--- src/rtl/hf_tag_sim_mod.sv ---
// hf_tag_sim_mod: ISO 14443 tag simulator front end on the 13.56 MHz carrier.
// Hysteresis comparator (with low timeout) on the peak-detector ADC, a
// word-aligned SSP bit clock / frame to the ARM, and registered load
// modulation of the antenna drivers.
module hf_tag_sim_mod #(
    parameter int unsigned ADC_W      = 8,
    parameter int unsigned HYST_HI    = 224,
    parameter int unsigned HYST_LO    = 31,
    parameter int unsigned TMO_W      = 12,
    parameter int unsigned DIV_W      = 9,
    parameter int unsigned FRAME_BITS = 8,
    parameter bit          DEEP_MOD   = 1'b0
) (
    input  logic             ck_1356meg,
    input  logic             reset_n,
    input  logic [ADC_W-1:0] adc_d,
    input  logic [2:0]       mod_type,
    input  logic             ssp_dout,
    output logic             adc_clk,
    output logic             ssp_clk,
    output logic             ssp_frame,
    output logic             ssp_din,
    output logic             pwr_lo,
    output logic             pwr_hi,
    output logic             pwr_oe1,
    output logic             pwr_oe2,
    output logic             pwr_oe3,
    output logic             pwr_oe4,
    output logic             dbg
);

    localparam logic [2:0] MODE_BPSK     = 3'd1;
    localparam logic [2:0] MODE_OOK212   = 3'd2;
    localparam logic [2:0] MODE_OOK424   = 3'd3;
    localparam logic [2:0] MODE_OOK424_8 = 3'd4;
    localparam logic [2:0] MODE_MAN106   = 3'd5;
    localparam logic [2:0] MODE_CONST    = 3'd6;

    localparam int unsigned    CNT_W    = (FRAME_BITS > 1) ? $clog2(FRAME_BITS) : 1;
    localparam logic [CNT_W-1:0] LAST_BIT = CNT_W'(FRAME_BITS - 1);
    localparam logic [ADC_W-1:0] ADC_HI   = ADC_W'(HYST_HI);
    localparam logic [ADC_W-1:0] ADC_LO   = ADC_W'(HYST_LO);

    logic [DIV_W-1:0] r_div;
    logic [CNT_W-1:0] r_bit_cnt;
    logic [TMO_W-1:0] r_tmo_cnt;
    logic             r_hyst;
    logic             r_mod_bit;
    logic [2:0]       r_mode_q;
    logic             r_ssp_clk;
    logic             r_ssp_frame;
    logic             r_ssp_din;
    logic             r_pwr_oe4;

    logic             w_div_k;
    logic             w_bit_stb;
    logic             w_mod;
    logic             w_mode_chg;

    assign w_mode_chg = (mod_type != r_mode_q);

    // Bit-rate select: divider tap driving ssp_clk and the strobe where its low bits wrap.
    always_comb begin
        w_div_k   = r_div[4];
        w_bit_stb = (r_div[4:0] == 5'd0);
        case (r_mode_q)
            MODE_OOK424_8: begin
                w_div_k   = r_div[7];
                w_bit_stb = (r_div[7:0] == 8'd0);
            end
            MODE_OOK212: begin
                w_div_k   = r_div[5];
                w_bit_stb = (r_div[5:0] == 6'd0);
            end
            MODE_MAN106: begin
                w_div_k   = r_div[6];
                w_bit_stb = (r_div[6:0] == 7'd0);
            end
            default: ;
        endcase
    end

    // Modulation waveform; registered into pwr_oe4 so the driver never glitches.
    always_comb begin
        w_mod = 1'b0;
        case (r_mode_q)
            MODE_BPSK:                  w_mod = r_mod_bit ^ r_div[3];
            MODE_OOK212:                w_mod = r_mod_bit & r_div[5];
            MODE_OOK424, MODE_OOK424_8: w_mod = r_mod_bit & r_div[4];
            // Logic 1: subcarrier in first half-bit; logic 0: in second half-bit.
            MODE_MAN106:                w_mod = r_div[3] & (r_mod_bit ? ~r_div[6] : r_div[6]);
            MODE_CONST:                 w_mod = 1'b1;
            default:                    w_mod = 1'b0;
        endcase
    end

    // Hysteresis comparator; a long low stretch forces the comparator set.
    always_ff @(posedge ck_1356meg) begin
        if (!reset_n) begin
            r_hyst    <= 1'b0;
            r_tmo_cnt <= '0;
        end else if (adc_d >= ADC_HI) begin
            r_hyst    <= 1'b1;
            r_tmo_cnt <= '0;
        end else if (r_tmo_cnt == {TMO_W{1'b1}}) begin
            // Timeout wins over a simultaneous clear.
            r_hyst    <= 1'b1;
            r_tmo_cnt <= '0;
        end else begin
            r_tmo_cnt <= r_tmo_cnt + TMO_W'(1);
            if (adc_d <= ADC_LO) begin
                r_hyst <= 1'b0;
            end
        end
    end

    // Divider, SSP bit/frame timing, data capture and the modulation register.
    always_ff @(posedge ck_1356meg) begin
        if (!reset_n) begin
            r_div       <= '0;
            r_bit_cnt   <= '0;
            r_mod_bit   <= 1'b0;
            r_mode_q    <= 3'd0;
            r_ssp_clk   <= 1'b0;
            r_ssp_frame <= 1'b0;
            r_ssp_din   <= 1'b0;
            r_pwr_oe4   <= 1'b0;
        end else begin
            r_ssp_clk <= ~w_div_k;
            if (w_mode_chg) begin
                // Restart the word cleanly in the new mode; drivers off for this cycle.
                r_mode_q    <= mod_type;
                r_div       <= '0;
                r_bit_cnt   <= '0;
                r_mod_bit   <= 1'b0;
                r_ssp_frame <= 1'b0;
                r_pwr_oe4   <= 1'b0;
            end else begin
                r_div     <= r_div + DIV_W'(1);
                r_pwr_oe4 <= w_mod;
                if (w_bit_stb) begin
                    r_ssp_din   <= r_hyst;
                    r_mod_bit   <= ssp_dout;
                    r_bit_cnt   <= (r_bit_cnt == LAST_BIT) ? '0 : r_bit_cnt + CNT_W'(1);
                    r_ssp_frame <= (r_bit_cnt == LAST_BIT);
                end
            end
        end
    end

    assign adc_clk   = ck_1356meg;
    assign ssp_clk   = r_ssp_clk;
    assign ssp_frame = r_ssp_frame;
    assign ssp_din   = r_ssp_din;
    assign pwr_lo    = 1'b0;
    assign pwr_hi    = 1'b0;
    assign pwr_oe2   = 1'b0;
    assign pwr_oe3   = 1'b0;
    assign pwr_oe4   = r_pwr_oe4;
    assign pwr_oe1   = DEEP_MOD ? r_pwr_oe4 : 1'b0;
    assign dbg       = r_ssp_frame;

endmodule

--- config.mk ---
export PLATFORM = sky130hd
export DESIGN_NAME = hf_tag_sim_mod
export DESIGN_NICKNAME = d
export VERILOG_FILES = /design/src/rtl/hf_tag_sim_mod.sv
export SDC_FILE = /design/constraint.sdc
export NUM_CORES = 1
export LEC_CHECK = 0
export BUFFER_PORTS_ARGS = -buffer_cell sky130_fd_sc_hd__buf_2
export CAP_MARGIN = 20
export CORE_MARGIN = 2
export CORE_UTILIZATION = 29
export CTS_CLUSTER_SIZE = 25
export DETAILED_ROUTE_END_ITERATION = 10
export PLACE_DENSITY_LB_ADDON = 0.15
export SLEW_MARGIN = 20
export SYNTH_ARGS = -nofsm -noshare
export SYNTH_HDL_FRONTEND = slang
export SYNTH_SLANG_ARGS = --single-unit
--- constraint.sdc ---
create_clock -name ck_1356meg -period 3.87 [get_ports ck_1356meg]
set_input_delay 0.774 -clock ck_1356meg [delete_from_list [all_inputs] [get_ports ck_1356meg]]
set_output_delay 0.774 -clock ck_1356meg [all_outputs]
set_load 0.05 [all_outputs]
## Word level (Yosys, flattened, before mapping)

Cells that the tools add are included.

| word-level totals | value |
|---|---|
| register bits after elaboration | 33 |
| bits in latches | 0 |
| memory bits (writable) | 0 |
| memory bits (read-only) | 0 |
| input port bits | 14 |
| output and inout bits | 11 |
| logic and storage cells | 49 |
| memories | 0 |

| operators by class | value |
|---|---|
| add/sub/neg operators | 3 |
| $mul | 0 |
| div/mod/pow operators | 0 |
| $lt $le $gt $ge | 2 |
| equal/unequal tests | 9 |
| shift-type cells | 0 |
| multiplexer cells | 8 |
| bitwise operators | 8 |
| reductions and logical operators | 9 |

Operators with widths:

| operator | number |
|---|---|
| $add A12 B1 Y12 const B | 1 |
| $eq A12 B12 Y1 const B | 1 |
| $eq A3 B3 Y1 const B | 4 |
| $add A9 B1 Y9 const B | 1 |
| $ge A8 B8 Y1 const B | 1 |
| $le A8 B5 Y1 const B | 1 |
| $logic_not A8 Y1 | 1 |
| $logic_not A7 Y1 | 1 |
| $eq A3 B2 Y1 const B | 2 |
| $logic_not A6 Y1 | 1 |
| $pmux W1 S3 | 2 |
| $logic_not A5 Y1 | 1 |
| $pmux W1 S5 | 1 |
| $mux W1 | 4 |
| $not A1 Y1 | 4 |
| $reduce_or A2 Y1 | 2 |
| $add A3 B1 Y3 const B | 1 |
| $and A1 B1 Y1 | 3 |
| $eq A3 B1 Y1 const B | 1 |
| $mux W3 | 1 |
| $ne A3 B3 Y1 | 1 |
| $reduce_bool A3 Y1 | 1 |
| $reduce_or A3 Y1 | 1 |
| $reduce_and A2 Y1 | 1 |
| $xor A1 B1 Y1 | 1 |

## Logic depth before layout (Yosys ltp)

Gate-level depths: netlist (run 1).

| logic depth | value |
|---|---|
| word-level depth | 4 |
| gate-level depth with buffers | 6 |
| mapped depth without buffers | 6 |

==> results of run 1 <==
[state kept, by name, indices dropped and copies added (netlist names)]
name / count
r_bit_cnt: 3
ssp_clk: 1
r_mode_q: 3
r_div: 8
r_tmo_cnt: 12
r_mod_bit: 1
dbg: 1
r_hyst: 1
ssp_din: 1
pwr_oe4: 1
[layout make-up]
type / count / area, um2
flip-flops and latches: 32 / 641
clock buffers: 12 / 136
well taps: 70 / 87.6
inverters: 4 / 15.0
fillers: 570 / 3380
multi-input cells: 129 / 818
repair buffers: 13 / 65.1
[worst min-delay path, stage by stage (launching register included)]
cell and delay (ns):
sky130_fd_sc_hd__dfxtp_1 0.31, sky130_fd_sc_hd__nand2_1 0.05, sky130_fd_sc_hd__mux2i_1 0.06
[synth_stat cells (all sizes together)]
| master | instances | area, um2 |
|---|---|---|
| a211o | 1 | 8.76 |
| a21boi | 1 | 7.51 |
| a21oi | 5 | 25.0 |
| a22oi | 1 | 7.51 |
| a31oi | 1 | 6.26 |
| a41oi | 1 | 8.76 |
| and2 | 6 | 37.5 |
| and2b | 1 | 8.76 |
| and3 | 5 | 31.3 |
| and4 | 2 | 17.5 |
| buf | 12 | 83.8 |
| clkbuf | 1 | 3.75 |
| conb | 1 | 3.75 |
| dfxtp | 32 | 641 |
| ha | 5 | 62.6 |
| inv | 4 | 15.0 |
| mux2i | 1 | 10.0 |
| nand2 | 10 | 37.5 |
| nand3 | 13 | 65.1 |
| nand3b | 1 | 7.51 |
| nand4 | 2 | 12.5 |
| nand4b | 1 | 8.76 |
| nand4bb | 1 | 11.3 |
| nor2 | 20 | 75.1 |
| nor2b | 4 | 27.5 |
| nor3 | 3 | 15.0 |
| nor3b | 2 | 15.0 |
| nor4 | 1 | 6.26 |
| nor4b | 2 | 23.8 |
| o21ai | 8 | 40.0 |
| o221ai | 1 | 8.76 |
| o31a | 1 | 8.76 |
| o31ai | 3 | 22.5 |
| or4 | 1 | 7.51 |
| xnor2 | 8 | 70.1 |
| xor2 | 12 | 105 |
[worst paths after layout]
path	startpoint	end	slack [ns]
worst max-delay path	ck_1356meg	adc_clk	0.73
worst min-delay path	ssp_din	ssp_din	0.46
worst max register to register	r_tmo_cnt[0]	r_tmo_cnt[2]	2.15
worst min register to register	ssp_din	ssp_din	0.46
[cell families after synthesis]
kind of cell	count (synthesis)	share of synthesized area
AO/OA/AOI/OAI	23	0.0930
adder cells (fa/ha/maj)	5	0.0405
buffers and inverters	17	0.0663
flip-flops	32	0.414
XOR/XNOR	20	0.113
AND/OR/NAND/NOR	75	0.264
multiplexers	1	0.00647
other	1	0.00242
[report_power, final]
part | leakage (nW) | total [mW] | switching (mW) | internal [mW]
registers | 0.260 | 0.346 | 0.00884 | 0.337
logic | 0.357 | 0.0498 | 0.0331 | 0.0167
clock network | 0.0710 | 0.396 | 0.178 | 0.218
total | 0.688 | 0.791 | 0.219 | 0.572
[per-layer routing]
metal  vias up  wire [um]
met5         -          0
li1        620          -
met2        18       1420
met3        12         99
met1       539       1350
met4         0        128
==> flow_metrics.py, run 1 <==
metrics = {
    "sta": {
        "fin_worst_skew_ns": 0.00414,
        "slew_headroom": 0.606,
        "finalSetupTns_ns": 0,
        "timing_worst_slew_pin_value_ns": 0.585,
        "grt_setup_unrepaired": "false",
        "drv_slew": 0,
        "final-hold-violation-count": 0,
        "setup_viol": 0,
        "setup_slack_ns": 0.727,
        "hold-worst-slack_ns": 0.458,
    },
    "grt": {
        "grt_util_met3": 0.0388,
        "wire_length_of_the_first_global_routing_pass_mm": 5.10,
        "groute.layer.met1.usage": 0.127,
        "grt.met2_usage": 0.170,
        "global_route_total_usage_across_every_layer": 0.114,
        "grt_antenna_before_repair": 0,
        "top_usage_layer": "met2",
        "grt_max_degree": 14,
        "globalRouteOverflowTotal": 0,
        "first_global_vias": 1131,
    },
    "critical_path": {
        "worstPathRequired_ns": 3.10,
        "critical_path.startpoint_type": "clock port",
        "cp_slowest_cell": "sky130_fd_sc_hd__buf_2",
        "max_stage_delay_ns": 0.20,
        "critPathBufInv": 3,
        "ff2ff_path_depth": 5,
        "critical_path.max_fanout": 2,
        "timing.setup.critical_path_class": "clock port to primary output",
        "critical_path_arrival_ns": 2.37,
        "path_depth": 3,
        "critical-path-top-delay-family": "buffers and inverters",
        "endpoint_kind": "primary output",
        "critPathMostFrequentCell": "sky130_fd_sc_hd__clkbuf_8",
        "critical_path.cell_chain": "clkbuf_8 -> clkbuf_8 -> buf_2",
    },
    "logic_synthesis": {
        "ys.warnings.count": 0,
        "synth.ff_latch_count": 32,
        "ys_seq_area_frac": 0.414,
        "mappedNetlistArea_um2": 1550,
        "synth.avg_cell_area_um2": 8.89,
        "synth_instances": 174,
        "synth_cell_type_count": 40,
    },
    "placed_design": {
        "gp_congestion": 0.787,
        "port_buffers": 14,
        "placed_cells": 249,
        "dp_hpwl_mm": 2.06,
        "placed_cell_area_um2": 1630,
        "place_worst_setup_slack_ns": 0.973,
    },
    "clocking": {
        "post_cts_buffers": 0,
        "cts_resized": 0,
        "tritoncts": "yes",
        "worstSkewPairLatency_ns": 0.39,
        "worst_setup_hold_path_clk_slew_ns": 0.06,
        "cts_hold_buf": 0,
    },
    "cells_and_area": {
        "syn_to_final_growth_pct": 14.0,
        "most-common-layout-cells": "32 x sky130_fd_sc_hd__dfxtp_1, 20 x sky130_fd_sc_hd__nor2_1, 14 x sky130_fd_sc_hd__buf_2",
        "layout_commonest_cell": "sky130_fd_sc_hd__dfxtp_1",
        "finalCoreUtilization": 0.343,
        "final_cells": 260,
        "final_nets": 208,
        "finalInstanceArea_um2": 1760,
        "antenna-diode-count": 0,
        "post_route_cells_drive_above_1_share": 0.137,
    },
    "floorplan": {
        "initial_core_util": 0.301,
        "placeableCoreArea_um2": 5140,
        "die_boundary_height_um": 77.0,
        "die_width_um": 77.0,
        "fp-row-count": 26,
        "fp.dieArea_um2": 5930,
        "io_pins": 25,
    },
    "drt": {
        "vias": 1189,
        "route.detailed.vias_per_inst": 4.57,
        "ant_nets": 0,
        "mean_routed_wirelength_per_cell_um": 11.5,
        "detail_route.wirelength_mm": 2.99,
        "dr.pass1.iters": 4,
        "drcViolationCount": 0,
        "drt_iter0_drc": 63,
    },
    "power": {
        "power.leakage_nw": 0.688,
        "ir_worst_vdd_mv": 0.179,
        "power_density_nw_per_um2": 449,
        "total_power_mw": 0.791,
    },
    "worst_hold_path": {
        "min_delay_path_depth": 2,
        "worstHoldPathType": "register to register",
    },
    "job": {
        "max_cap_violations": 0,
    },
    "status": {
        "result_of_the_run": "completed",
    },
}
No activity file was read; power rests on OpenSTA's default activity.
==> run 2: changes to the inputs <==
- clock period: 3.87 -> 3.05 ns (I/O delays scaled with it)
==> run 2 against run 1 <==
Final area is 0.36% higher; via count is 0.42% lower; worst setup slack worse by 0.24 ns; register-to-register slack worse by 0.80 ns; global-route usage is 0.066 points higher; non-clock buffer count stayed put; largest cell class unchanged.
==> flow_metrics.py, run 2 (same netlist as run 1, synthesis figures left out) <==
metrics = {
    "critical_path": {
        "ff2ff_path_depth": 5,
        "timing.setup.critical_path_class": "clock port to primary output",
        "endpoint_kind": "primary output",
        "critical_path.cell_chain": "clkbuf_8 -> clkbuf_8 -> buf_2",
        "critPathMostFrequentCell": "sky130_fd_sc_hd__clkbuf_8",
        "critical_path.max_fanout": 2,
        "critPathBufInv": 3,
        "critical_path_arrival_ns": 1.95,
        "worstPathRequired_ns": 2.44,
        "cp_slowest_cell": "sky130_fd_sc_hd__buf_2",
        "critical-path-top-delay-family": "buffers and inverters",
        "max_stage_delay_ns": 0.20,
        "critical_path.startpoint_type": "clock port",
        "path_depth": 3,
    },
    "drt": {
        "route.detailed.vias_per_inst": 4.57,
        "vias": 1184,
        "drt_iter0_drc": 56,
        "drcViolationCount": 0,
        "mean_routed_wirelength_per_cell_um": 11.6,
        "detail_route.wirelength_mm": 3.00,
        "ant_nets": 0,
        "dr.pass1.iters": 4,
    },
    "sta": {
        "setup_viol": 0,
        "fin_worst_skew_ns": 0.00874,
        "grt_setup_unrepaired": "false",
        "final-hold-violation-count": 0,
        "drv_slew": 0,
        "timing_worst_slew_pin_value_ns": 0.695,
        "slew_headroom": 0.532,
        "finalSetupTns_ns": 0,
    },
    "cells_and_area": {
        "final_nets": 208,
        "number_of_flip_flops_in_the_largest_register": 12,
        "layout_commonest_cell": "sky130_fd_sc_hd__dfxtp_1",
        "syn_to_final_growth_pct": 14.4,
        "regMostFlops": "r_tmo_cnt",
        "antenna-diode-count": 0,
        "biggestRegsByFlops": "r_tmo_cnt: 12 flops, r_div: 8 flops",
        "most-common-layout-cells": "32 x sky130_fd_sc_hd__dfxtp_1, 20 x sky130_fd_sc_hd__nor2_1, 14 x sky130_fd_sc_hd__buf_2",
        "post_route_cells_drive_above_1_share": 0.143,
        "finalCoreUtilization": 0.344,
    },
    "placed_design": {
        "dp_hpwl_mm": 2.11,
        "port_buffers": 14,
        "gp_congestion": 0.760,
    },
    "grt": {
        "grt.met2_usage": 0.175,
        "top_usage_layer": "met2",
        "grt_antenna_before_repair": 0,
        "global_route_total_usage_across_every_layer": 0.114,
        "first_global_vias": 1152,
        "grt_util_met3": 0.0471,
        "globalRouteOverflowTotal": 0,
        "grt_max_degree": 14,
        "groute.layer.met1.usage": 0.123,
        "wire_length_of_the_first_global_routing_pass_mm": 5.11,
    },
    "floorplan": {
        "die_boundary_height_um": 77.0,
        "fp.dieArea_um2": 5930,
        "placeableCoreArea_um2": 5140,
        "initial_core_util": 0.301,
        "fp-row-count": 26,
        "io_pins": 25,
        "die_width_um": 77.0,
    },
    "power": {
        "power_density_nw_per_um2": 574,
        "ir_worst_vdd_mv": 0.247,
        "power.leakage_nw": 0.693,
    },
    "clocking": {
        "worstSkewPairLatency_ns": 0.39,
        "cts_hold_buf": 0,
        "worst_setup_hold_path_clk_slew_ns": 0.06,
        "tritoncts": "yes",
        "post_cts_buffers": 0,
        "cts_resized": 0,
    },
    "worst_hold_path": {
        "worstHoldPathType": "input pin to register",
        "min_delay_path_depth": 2,
    },
    "job": {
        "max_cap_violations": 0,
    },
    "status": {
        "result_of_the_run": "completed",
    },
}
## run 2: area by class of cell
class	count	area, um2
inverter	4	15.0
clock buffer	11	143
fill	565	3370
timing repair buffer	13	65.1
sequential	32	641
tap	70	87.6
multi-input combinational	129	818
## run 2: where the power goes
part / leakage [nW] / internal (mW) / switching [mW]
Combinational: 0.357 / 0.0211 / 0.0419
Clock: 0.0758 / 0.293 / 0.221
Sequential: 0.260 / 0.427 / 0.0112
Total: 0.693 / 0.741 / 0.274
## run 2: worst register-to-register path: cells and delay by family (launching register included)
| family | cells | cell delay (ns) |
|---|---|---|
| simple gates | 3 | 0.74 |
| compound gates | 1 | 0.32 |
| flops | 1 | 0.34 |
| fa+ha+maj | 1 | 0.25 |
## run 2: stage by stage
| step | hold WS [ns] | total power [mW] | std cells | setup WS [ns] | area [um2] |
|---|---|---|---|---|---|
| after CTS | 0.451 | 1.04 | 259 | 0.486 | 1770 |
| after detailed placement | 0.449 | 0.574 | 249 | 0.727 | 1630 |
| final | 0.459 | 1.02 | 259 | 0.492 | 1770 |
| after floorplan | 0.430 | 0.573 | 178 | 0.748 | 1560 |
| after global routing | 0.461 | 1.07 | 259 | 0.481 | 1770 |
| after global placement | 0.446 | 0.573 | 249 | 0.727 | 1630 |
## run 2: per-layer routing
metal  wire, um  share of wire
met5          0              0
met4         91          0.030
met3        136          0.045
met2       1360           0.45
met1       1410           0.47
## run 2: path summary, 6_finish.rpt
path / startpoint / end / slack [ns]
min reg2reg: ssp_din / ssp_din / 0.46
min: mod_type[1] / r_mode_q[1] / 0.46
max: ck_1356meg / adc_clk / 0.49
max reg2reg: r_tmo_cnt[0] / r_tmo_cnt[3] / 1.35
==> run 3: changes to the inputs <==
- clock period: 3.05 -> 2.1 ns (I/O delays scaled with it)
==> run 3 against run 2 <==
Die area stayed put; routed wire length grew 1.4%; sequential share of layout area about the same; cell count is 0.77% higher; register-to-register slack worse by 0.97 ns; core utilization about the same; critical path type unchanged; largest cell class unchanged; largest power group unchanged.
==> flow_metrics.py, run 3 (same netlist as run 1, synthesis figures left out) <==
metrics = {
    "clocking": {
        "cts_hold_buf": 0,
        "tritoncts": "yes",
        "worstSkewPairLatency_ns": 0.38,
        "post_cts_buffers": 0,
        "worst_setup_hold_path_clk_slew_ns": 0.07,
        "cts_resized": 0,
    },
    "placed_design": {
        "gp_congestion": 0.776,
        "dp_hpwl_mm": 2.12,
        "port_buffers": 14,
    },
    "critical_path": {
        "worstPathRequired_ns": 1.68,
        "critical_path.startpoint_type": "clock port",
        "endpoint_kind": "primary output",
        "timing.setup.critical_path_class": "clock port to primary output",
        "critical_path.max_fanout": 2,
        "critical_path_arrival_ns": 1.47,
    },
    "sta": {
        "fin_worst_skew_ns": 0.00552,
        "grt_setup_unrepaired": "false",
        "slew_headroom": 0.585,
        "hold-worst-slack_ns": 0.262,
        "setup_viol": 0,
        "final-hold-violation-count": 0,
        "drv_slew": 0,
        "timing_worst_slew_pin_value_ns": 0.617,
        "finalSetupTns_ns": 0,
    },
    "drt": {
        "drt_iter0_drc": 31,
        "drcViolationCount": 0,
        "vias": 1200,
        "mean_routed_wirelength_per_cell_um": 11.6,
        "dr.pass1.iters": 4,
        "ant_nets": 0,
        "route.detailed.vias_per_inst": 4.60,
        "detail_route.wirelength_mm": 3.04,
    },
    "cells_and_area": {
        "final_nets": 209,
        "syn_to_final_growth_pct": 14.5,
        "most-common-layout-cells": "32 x sky130_fd_sc_hd__dfxtp_1, 20 x sky130_fd_sc_hd__nor2_1, 14 x sky130_fd_sc_hd__buf_2",
        "regMostFlops": "r_tmo_cnt",
        "antenna-diode-count": 0,
        "post_route_cells_drive_above_1_share": 0.141,
        "fill_cells": 563,
        "biggestRegsByFlops": "r_tmo_cnt: 12 flops, r_div: 8 flops",
        "layout_commonest_cell": "sky130_fd_sc_hd__dfxtp_1",
        "number_of_flip_flops_in_the_largest_register": 12,
    },
    "grt": {
        "grt_max_degree": 14,
        "wire_length_of_the_first_global_routing_pass_mm": 5.13,
        "first_global_vias": 1165,
        "global_route_total_usage_across_every_layer": 0.111,
        "grt_antenna_before_repair": 0,
        "globalRouteOverflowTotal": 0,
    },
    "job": {
        "max_cap_violations": 0,
    },
    "power": {
        "ir_worst_vdd_mv": 0.319,
        "power.leakage_nw": 0.693,
        "power_density_nw_per_um2": 822,
    },
    "floorplan": {
        "fp-row-count": 26,
        "die_boundary_height_um": 77.0,
        "fp.dieArea_um2": 5930,
        "die_width_um": 77.0,
        "io_pins": 25,
        "initial_core_util": 0.301,
        "placeableCoreArea_um2": 5140,
    },
    "worst_hold_path": {
        "worstHoldPathType": "input pin to register",
    },
    "status": {
        "result_of_the_run": "completed",
    },
}
run 3: area by class of cell:
class / count / area (um2) / area share
Inverter: 4 / 15.0 / 0.00848
Timing Repair Buffer: 14 / 72.6 / 0.0410
Sequential cell: 32 / 641 / 0.362
Tap cell: 70 / 87.6 / 0.0495
Clock buffer: 12 / 136 / 0.0770
Multi-Input combinational cell: 129 / 818 / 0.462
run 3: power breakdown:
group	switching, mW	total (mW)	internal [mW]	leakage [nW]
registers	0.0166	0.637	0.620	0.260
clock network	0.322	0.723	0.401	0.0710
logic	0.0619	0.0946	0.0328	0.362
run 3: path summary, 6_finish.rpt:
| check | start | end | slack, ns | cells past startpoint |
|---|---|---|---|---|
| setup / recovery | ck_1356meg | adc_clk | 0.21 | 3 |
| hold / removal | mod_type[1] | r_mode_q[1] | 0.26 | 2 |
| setup reg to reg | r_tmo_cnt[0] | r_tmo_cnt[2] | 0.38 | 5 |
| hold reg to reg | r_hyst | ssp_din | 0.46 | 2 |
run 3: layer usage:
metal / vias to the layer above / wire, um / track usage
li1: 616 / - / -
met1: 553 / 1420 / 0.127
met2: 23 / 1390 / 0.166
met3: 8 / 134 / 0.0435
met4: 0 / 91 / 0.0857
met5: - / 0 / 0
run 3: critical path: stages:
cell and delay, ns:
sky130_fd_sc_hd__clkbuf_8 0.11, sky130_fd_sc_hd__clkbuf_8 0.11, sky130_fd_sc_hd__buf_2 0.20
run 3: per-stage QoR:
step           total power [mW]  setup slack, ns  instances  utilization  cell area (um2)
4_1_cts                    1.48            0.202        261        0.344             1770
3_5_place_dp              0.836            0.365        250        0.319             1640
5_1_grt                    1.52            0.197        261        0.344             1770
6_report                   1.45            0.209        261        0.344             1770
2_1_floorplan             0.832            0.463        178            -             1560
3_3_place_gp              0.835            0.383        250        0.319             1640
